--- src/rtl/alu_serial_sequencer.sv ---
// Bit-serial ALU sequencer: streams two latched operands LSB-first through an
// external 1-bit ALU slice, threading carry and running a sign pre-pass for SLT.
module alu_serial_sequencer #(
  parameter int unsigned WIDTH = 32
) (
  input  logic             clock,
  input  logic             reset,
  input  logic             start,
  input  logic [2:0]       aluOp,
  input  logic [WIDTH-1:0] operandA,
  input  logic [WIDTH-1:0] operandB,
  output logic             busy,
  output logic             done,
  output logic [WIDTH-1:0] result,
  output logic             zero,
  output logic             overflow,
  output logic             sliceA,
  output logic             sliceB,
  output logic             sliceCarryIn,
  output logic             sliceLess,
  output logic [2:0]       sliceAluOp,
  input  logic             sliceResult,
  input  logic             sliceCarryOut
);

  localparam int unsigned IDX_W = $clog2(WIDTH);
  localparam logic [IDX_W-1:0] LAST_IDX = IDX_W'(WIDTH - 1);
  localparam logic [2:0] OP_ADD = 3'b001;
  localparam logic [2:0] OP_SUB = 3'b101;
  localparam logic [2:0] OP_SLT = 3'b111;

  typedef enum logic [1:0] {IDLE, SIGN, RUN, DONE} state_t;

  state_t           stateNow;
  state_t           stateNext;
  logic [WIDTH-1:0] aShift;
  logic [WIDTH-1:0] bShift;
  logic [WIDTH-1:0] aLatch;
  logic [WIDTH-1:0] bLatch;
  logic [2:0]       opReg;
  logic             carry;
  logic             lessBit;
  logic [IDX_W-1:0] bitIndex;
  logic             busyNext;
  logic             doneNext;
  logic             accept;
  logic             lastBit;

  // The done register is still high in the IDLE cycle that follows DONE; a
  // start seen there belongs to the completion cycle and is dropped.
  assign accept  = (stateNow == IDLE) && start && !done;
  assign lastBit = (bitIndex == LAST_IDX);
  assign zero    = (result == '0);

  always_ff @(posedge clock or posedge reset) begin
    if (reset) stateNow <= IDLE;
    else       stateNow <= stateNext;
  end

  always_comb begin
    stateNext = stateNow;
    case (stateNow)
      IDLE: if (accept) stateNext = (aluOp == OP_SLT) ? SIGN : RUN;
      SIGN: if (lastBit) stateNext = RUN;
      RUN:  if (lastBit) stateNext = DONE;
      DONE: stateNext = IDLE;
      default: stateNext = IDLE;
    endcase
  end

  // Slice drive is combinational from registers; busy/done next values are registered below.
  always_comb begin
    busyNext     = 1'b0;
    doneNext     = 1'b0;
    sliceA       = 1'b0;
    sliceB       = 1'b0;
    sliceCarryIn = 1'b0;
    sliceLess    = 1'b0;
    sliceAluOp   = 3'b000;
    case (stateNow)
      IDLE: busyNext = accept;
      SIGN: begin
        busyNext     = 1'b1;
        sliceA       = aShift[0];
        sliceB       = bShift[0];
        sliceCarryIn = carry;
        sliceAluOp   = OP_SUB;
      end
      RUN: begin
        busyNext     = 1'b1;
        sliceA       = aShift[0];
        sliceB       = bShift[0];
        sliceCarryIn = carry;
        sliceLess    = (bitIndex == '0) ? lessBit : 1'b0;
        sliceAluOp   = opReg;
      end
      DONE: doneNext = 1'b1;
      default: ;
    endcase
  end

  always_ff @(posedge clock or posedge reset) begin
    if (reset) begin
      busy <= 1'b0;
      done <= 1'b0;
    end else begin
      busy <= busyNext;
      done <= doneNext;
    end
  end

  always_ff @(posedge clock or posedge reset) begin
    if (reset) begin
      aShift   <= '0;
      bShift   <= '0;
      aLatch   <= '0;
      bLatch   <= '0;
      opReg    <= '0;
      carry    <= 1'b0;
      lessBit  <= 1'b0;
      bitIndex <= '0;
      result   <= '0;
      overflow <= 1'b0;
    end else begin
      case (stateNow)
        IDLE: if (accept) begin
          aShift   <= operandA;
          bShift   <= operandB;
          aLatch   <= operandA;
          bLatch   <= operandB;
          opReg    <= aluOp;
          carry    <= aluOp[2];
          lessBit  <= 1'b0;
          bitIndex <= '0;
        end
        SIGN: begin
          if (lastBit) begin
            // MSB of a-b corrected by the signed-overflow term.
            lessBit  <= sliceResult ^ (carry ^ sliceCarryOut);
            aShift   <= aLatch;
            bShift   <= bLatch;
            carry    <= 1'b1;
            bitIndex <= '0;
          end else begin
            aShift   <= {1'b0, aShift[WIDTH-1:1]};
            bShift   <= {1'b0, bShift[WIDTH-1:1]};
            carry    <= sliceCarryOut;
            bitIndex <= bitIndex + IDX_W'(1);
          end
        end
        RUN: begin
          result   <= {sliceResult, result[WIDTH-1:1]};
          aShift   <= {1'b0, aShift[WIDTH-1:1]};
          bShift   <= {1'b0, bShift[WIDTH-1:1]};
          carry    <= sliceCarryOut;
          bitIndex <= bitIndex + IDX_W'(1);
          if (lastBit) begin
            overflow <= ((opReg == OP_ADD) || (opReg == OP_SUB)) ?
                        (carry ^ sliceCarryOut) : 1'b0;
          end
        end
        default: ;
      endcase
    end
  end

endmodule

--- config.mk ---
export PLATFORM = sky130hd
export DESIGN_NAME = alu_serial_sequencer
export DESIGN_NICKNAME = d
export VERILOG_FILES = /design/src/rtl/alu_serial_sequencer.sv
export SDC_FILE = /design/constraint.sdc
export NUM_CORES = 1
export LEC_CHECK = 0
export ABC_AREA = 1
export BUFFER_PORTS_ARGS = -buffer_cell sky130_fd_sc_hd__buf_4
export CORE_MARGIN = 2
export CORE_UTILIZATION = 50
export CTS_BUF_LIST = sky130_fd_sc_hd__clkbuf_16
export DETAILED_ROUTE_END_ITERATION = 12
export GPL_TIMING_DRIVEN = 0
export HOLD_SLACK_MARGIN = 0.1
export PLACE_DENSITY = 0.71
export RECOVER_POWER = 100
export SYNTH_ARGS = -nofsm -noshare
export SYNTH_HDL_FRONTEND = slang
export SYNTH_SLANG_ARGS = --single-unit
--- constraint.sdc ---
create_clock -name clock -period 10.1 [get_ports clock]
set_clock_uncertainty 0.15 [all_clocks]
set_input_delay 0.505 -clock clock [delete_from_list [all_inputs] [get_ports clock]]
set_output_delay 0.505 -clock clock [all_outputs]
set_load 0.02 [all_outputs]
==> impl_metrics.tcl <==
set metrics [dict create \
    min-delay-start "sliceResult" \
    irDropWorstVdd_mv 0.164 \
    synthArstFlopShare 1.00 \
    cp.required_ps 9450 \
    pre_cts_slack_ps 7590 \
    synth.cells.most_frequent "362 x sky130_fd_sc_hd__nand2_1, 175 x sky130_fd_sc_hd__dfrtp_1, 169 x sky130_fd_sc_hd__o21ai_0" \
    setup_repair_after_global_routing_missed_its_margin "no" \
    worst_hold_path.endpoint "result[31]$_DFFE_PP0P_" \
    critical_path_arrival_ps 2830 \
    timing.max_slew.rel_slack -0.488 \
    clk_pin_slew_ps 70 \
    reg2reg_depth 11 \
    yosys.cell_types.count 23 \
    number_of_resized_instances_in_the_post_cts_repair_step 0 \
    final_weighted_congestion_in_routability_driven_placement 0.875 \
    reg2reg_from "bitIndex[0]$_DFFE_PP0P_" \
    synth.cell_area_um2 8850 \
    fraction_of_final_layout_cells_sized_beyond_drive_strength_1 0.0954 \
    insertedDiodeCount 0 \
    synth.yosys.warnings 0 \
    detailed_place.area_um2 10000 \
    synth_top_flop_cell "sky130_fd_sc_hd__dfrtp_1" \
    floorplan.rows 48 \
    max_freq_mhz 287 \
    regArea_um2 4380 \
    postRouteWirelength_mm 22.9 \
    pin_count_of_the_biggest_net_entering_global_routing 128 \
    fp.dieArea_um2 18800 \
    standard_cell_core_area_um2 17300 \
    post-synth-top-count-cell "sky130_fd_sc_hd__nand2_1" \
    status "finished, violations left" \
    slew_violations 49 \
    tritoncts_clock_tree "done" \
    clock_path_buffers 2 \
    drt-pass1-iter-count 6 \
    yosys.area.top_type_share 0.495 \
    setup_violations 0 \
    postLayoutSetupSlackWorst_ps 6620 \
    worstSetupPathType "reg2out" \
    r2r-end "aShift[1]$_DFFE_PP0P_" \
    hpwlAfterDp_mm 15.8 \
    cts-buffers-inserted 17 \
    hold_path_class "in2reg" \
    insertion_delay_ps 430 \
    fillers 1679 \
    placedCellCount 1534 \
    finalHoldViolations 0 \
    cts-root-buf "sky130_fd_sc_hd__clkbuf_16" \
    final_area_um2 10500 \
    post-synth-top-area-cell "sky130_fd_sc_hd__dfrtp_1" \
    timing.critical_path.to_type "output port" \
    via_count_of_the_first_global_routing_pass 7711 \
    cts_setup_buffers 0 \
    power_density_cells_nw_per_um2 344 \
    dr.first_iter.drc_count 706 \
    yosys-top-cells-area "sky130_fd_sc_hd__dfrtp_1 49%, sky130_fd_sc_hd__nand2_1 15%, sky130_fd_sc_hd__o21ai_0 9.6%, sky130_fd_sc_hd__nand3_1 6.9%, sky130_fd_sc_hd__inv_1 6.1%" \
    failed_checks "capacitance limit, slew limit" \
    grt_antenna_before_repair 0 \
    syn_avg_cell_area_um2 7.41 \
    antenna_left 0 \
    final.period_utilization 0.345 \
    area_delta_synth_final_pct 18.1 \
    grt_pass1_wl_mm 38.2 \
    floorplan.die.width_um 137 \
    setup_tns_ps 0 \
    cap_viol_max_count 1 \
    place.port_buffers 114 \
    io_pins 115 \
    total_via_count_in_the_routed_design 8147 \
    chipHeight_um 137 \
    cp_max_fo 10 \
    cts.sink_count 175 \
    starting_density_of_the_core 0.512 \
    utilization 0.604 \
    syn-num-nets 1274 \
    timing.final.crit_period_ps 3480 \
    max_slew.worst_pin.slew_ps 2220 \
    regToRegSetupSlack_ps 7470 \
    hold-path-cell-count 3 \
    cp-start-kind "flip-flop" \
    postSynthRegisterBits 175 \
    finish.cell_count_without_fillers 1567 \
    global_route_usage_over_all_layers 0.259 \
    avgViaCountPerCell 5.20 \
    overflow 0 \
    synth_seq_area_share 0.495 \
    multi_input_combinational_cell_area_um2 3570 \
    power.leakage_nw 5.41 \
    remaining_drc_errors 0 \
    synth-edff-count 0 \
    syn_inst 1194 \
    finalNetCount 1409 \
    cts.htree.levels 4 \
    post_drt_wl_per_cell_um 14.6 \
]
## timing repair
action	in CTS	in global routing
hold endpoints to repair	48	0
hold buffers	1	0
setup endpoints to repair	0	0
## kinds of logic after synthesis
family	count (synthesis)	synth area share
compound gates	228	0.130
xor+xnor	2	0.00198
fa+ha+maj	8	0.0113
buf+inv	221	0.101
flops	175	0.495
mux	2	0.00255
simple gates	558	0.258
## layout by cell type (no fill, tap or decap), types with 3 or more instances in the layout
master,count
sky130_fd_sc_hd__inv_1,146
sky130_fd_sc_hd__buf_1,6
sky130_fd_sc_hd__bufinv_16,4
sky130_fd_sc_hd__buf_4,74
sky130_fd_sc_hd__nand3_1,122
sky130_fd_sc_hd__nand4_1,9
sky130_fd_sc_hd__o21ai_1,11
sky130_fd_sc_hd__clkbuf_1,89
sky130_fd_sc_hd__buf_2,17
sky130_fd_sc_hd__clkinv_1,3
sky130_fd_sc_hd__dfrtp_1,175
sky130_fd_sc_hd__nor2_1,62
sky130_fd_sc_hd__nand2_1,363
sky130_fd_sc_hd__clkbuf_16,17
sky130_fd_sc_hd__o21ai_0,171
sky130_fd_sc_hd__a21oi_1,45
sky130_fd_sc_hd__clkinvlp_4,3
sky130_fd_sc_hd__ha_1,8
## through the flow
stage / total power, mW / hold slack, ps
4_1_cts: 3.65 / 177
6_report: 3.60 / 190
2_1_floorplan: 2.43 / 299
3_5_place_dp: 2.97 / 316
5_1_grt: 3.93 / 174
3_3_place_gp: 2.92 / 312
## how the worst max path moves through the flow
stage	start	end	slack, ps	cells past startpoint
after floorplan	reset	aLatch[0]$_DFFE_PP0P_	4700	1
after global placement	reset	bLatch[11]$_DFFE_PP0P_	2620	2
after detailed placement	stateNow[0]$_DFFE_PP0P_	sliceLess	7590	7
after CTS	stateNow[0]$_DFFE_PP0P_	sliceLess	7120	7
after global routing	stateNow[0]$_DFFE_PP0P_	sliceLess	6440	7
final	stateNow[0]$_DFFE_PP0P_	sliceLess	6620	7
## metal layers
metal | share of wire | global-route usage | routed length, um | vias to the layer above
li1 | - | - | - | 4049
met1 | 0.46 | 0.375 | 10500 | 3798
met2 | 0.46 | 0.403 | 10500 | 261
met3 | 0.066 | 0.0426 | 1510 | 39
met4 | 0.019 | 0.0733 | 427 | 0
met5 | 0 | 0 | 0 | -
## power by group
group / leakage, nW / internal (mW) / switching (mW) / total [mW]
combinational: 2.92 / 0.559 / 1.14 / 1.70
sequential: 2.20 / 1.02 / 0.194 / 1.22
clock: 0.295 / 0.408 / 0.273 / 0.681
total: 5.41 / 1.99 / 1.61 / 3.60
## registers in the layout, summed over array words and instances (netlist names), 2 cells and up
name and cells:
aLatch 32, aShift 32, bLatch 32, bShift 32
result 32, bitIndex 5, opReg 3, stateNow 2
## layout make-up
type	instances	share of cell area
inverters	146	0.0526
clock inverters	15	0.0171
well taps	225	0.0269
plain buffers	75	0.0311
clock buffers	17	0.0407
multi-input cells	798	0.342
repair buffers	116	0.0708
flip-flops and latches	175	0.419
## worst max-delay path, stage by stage, from the launching register on
cell and delay, ps:
sky130_fd_sc_hd__dfrtp_1 400, sky130_fd_sc_hd__inv_1 100, sky130_fd_sc_hd__ha_1 340, sky130_fd_sc_hd__clkbuf_1 420
sky130_fd_sc_hd__clkbuf_1 480, sky130_fd_sc_hd__nand4_1 170, sky130_fd_sc_hd__nor3_1 160, sky130_fd_sc_hd__clkbuf_1 310
(Power assumes the default switching activity.)
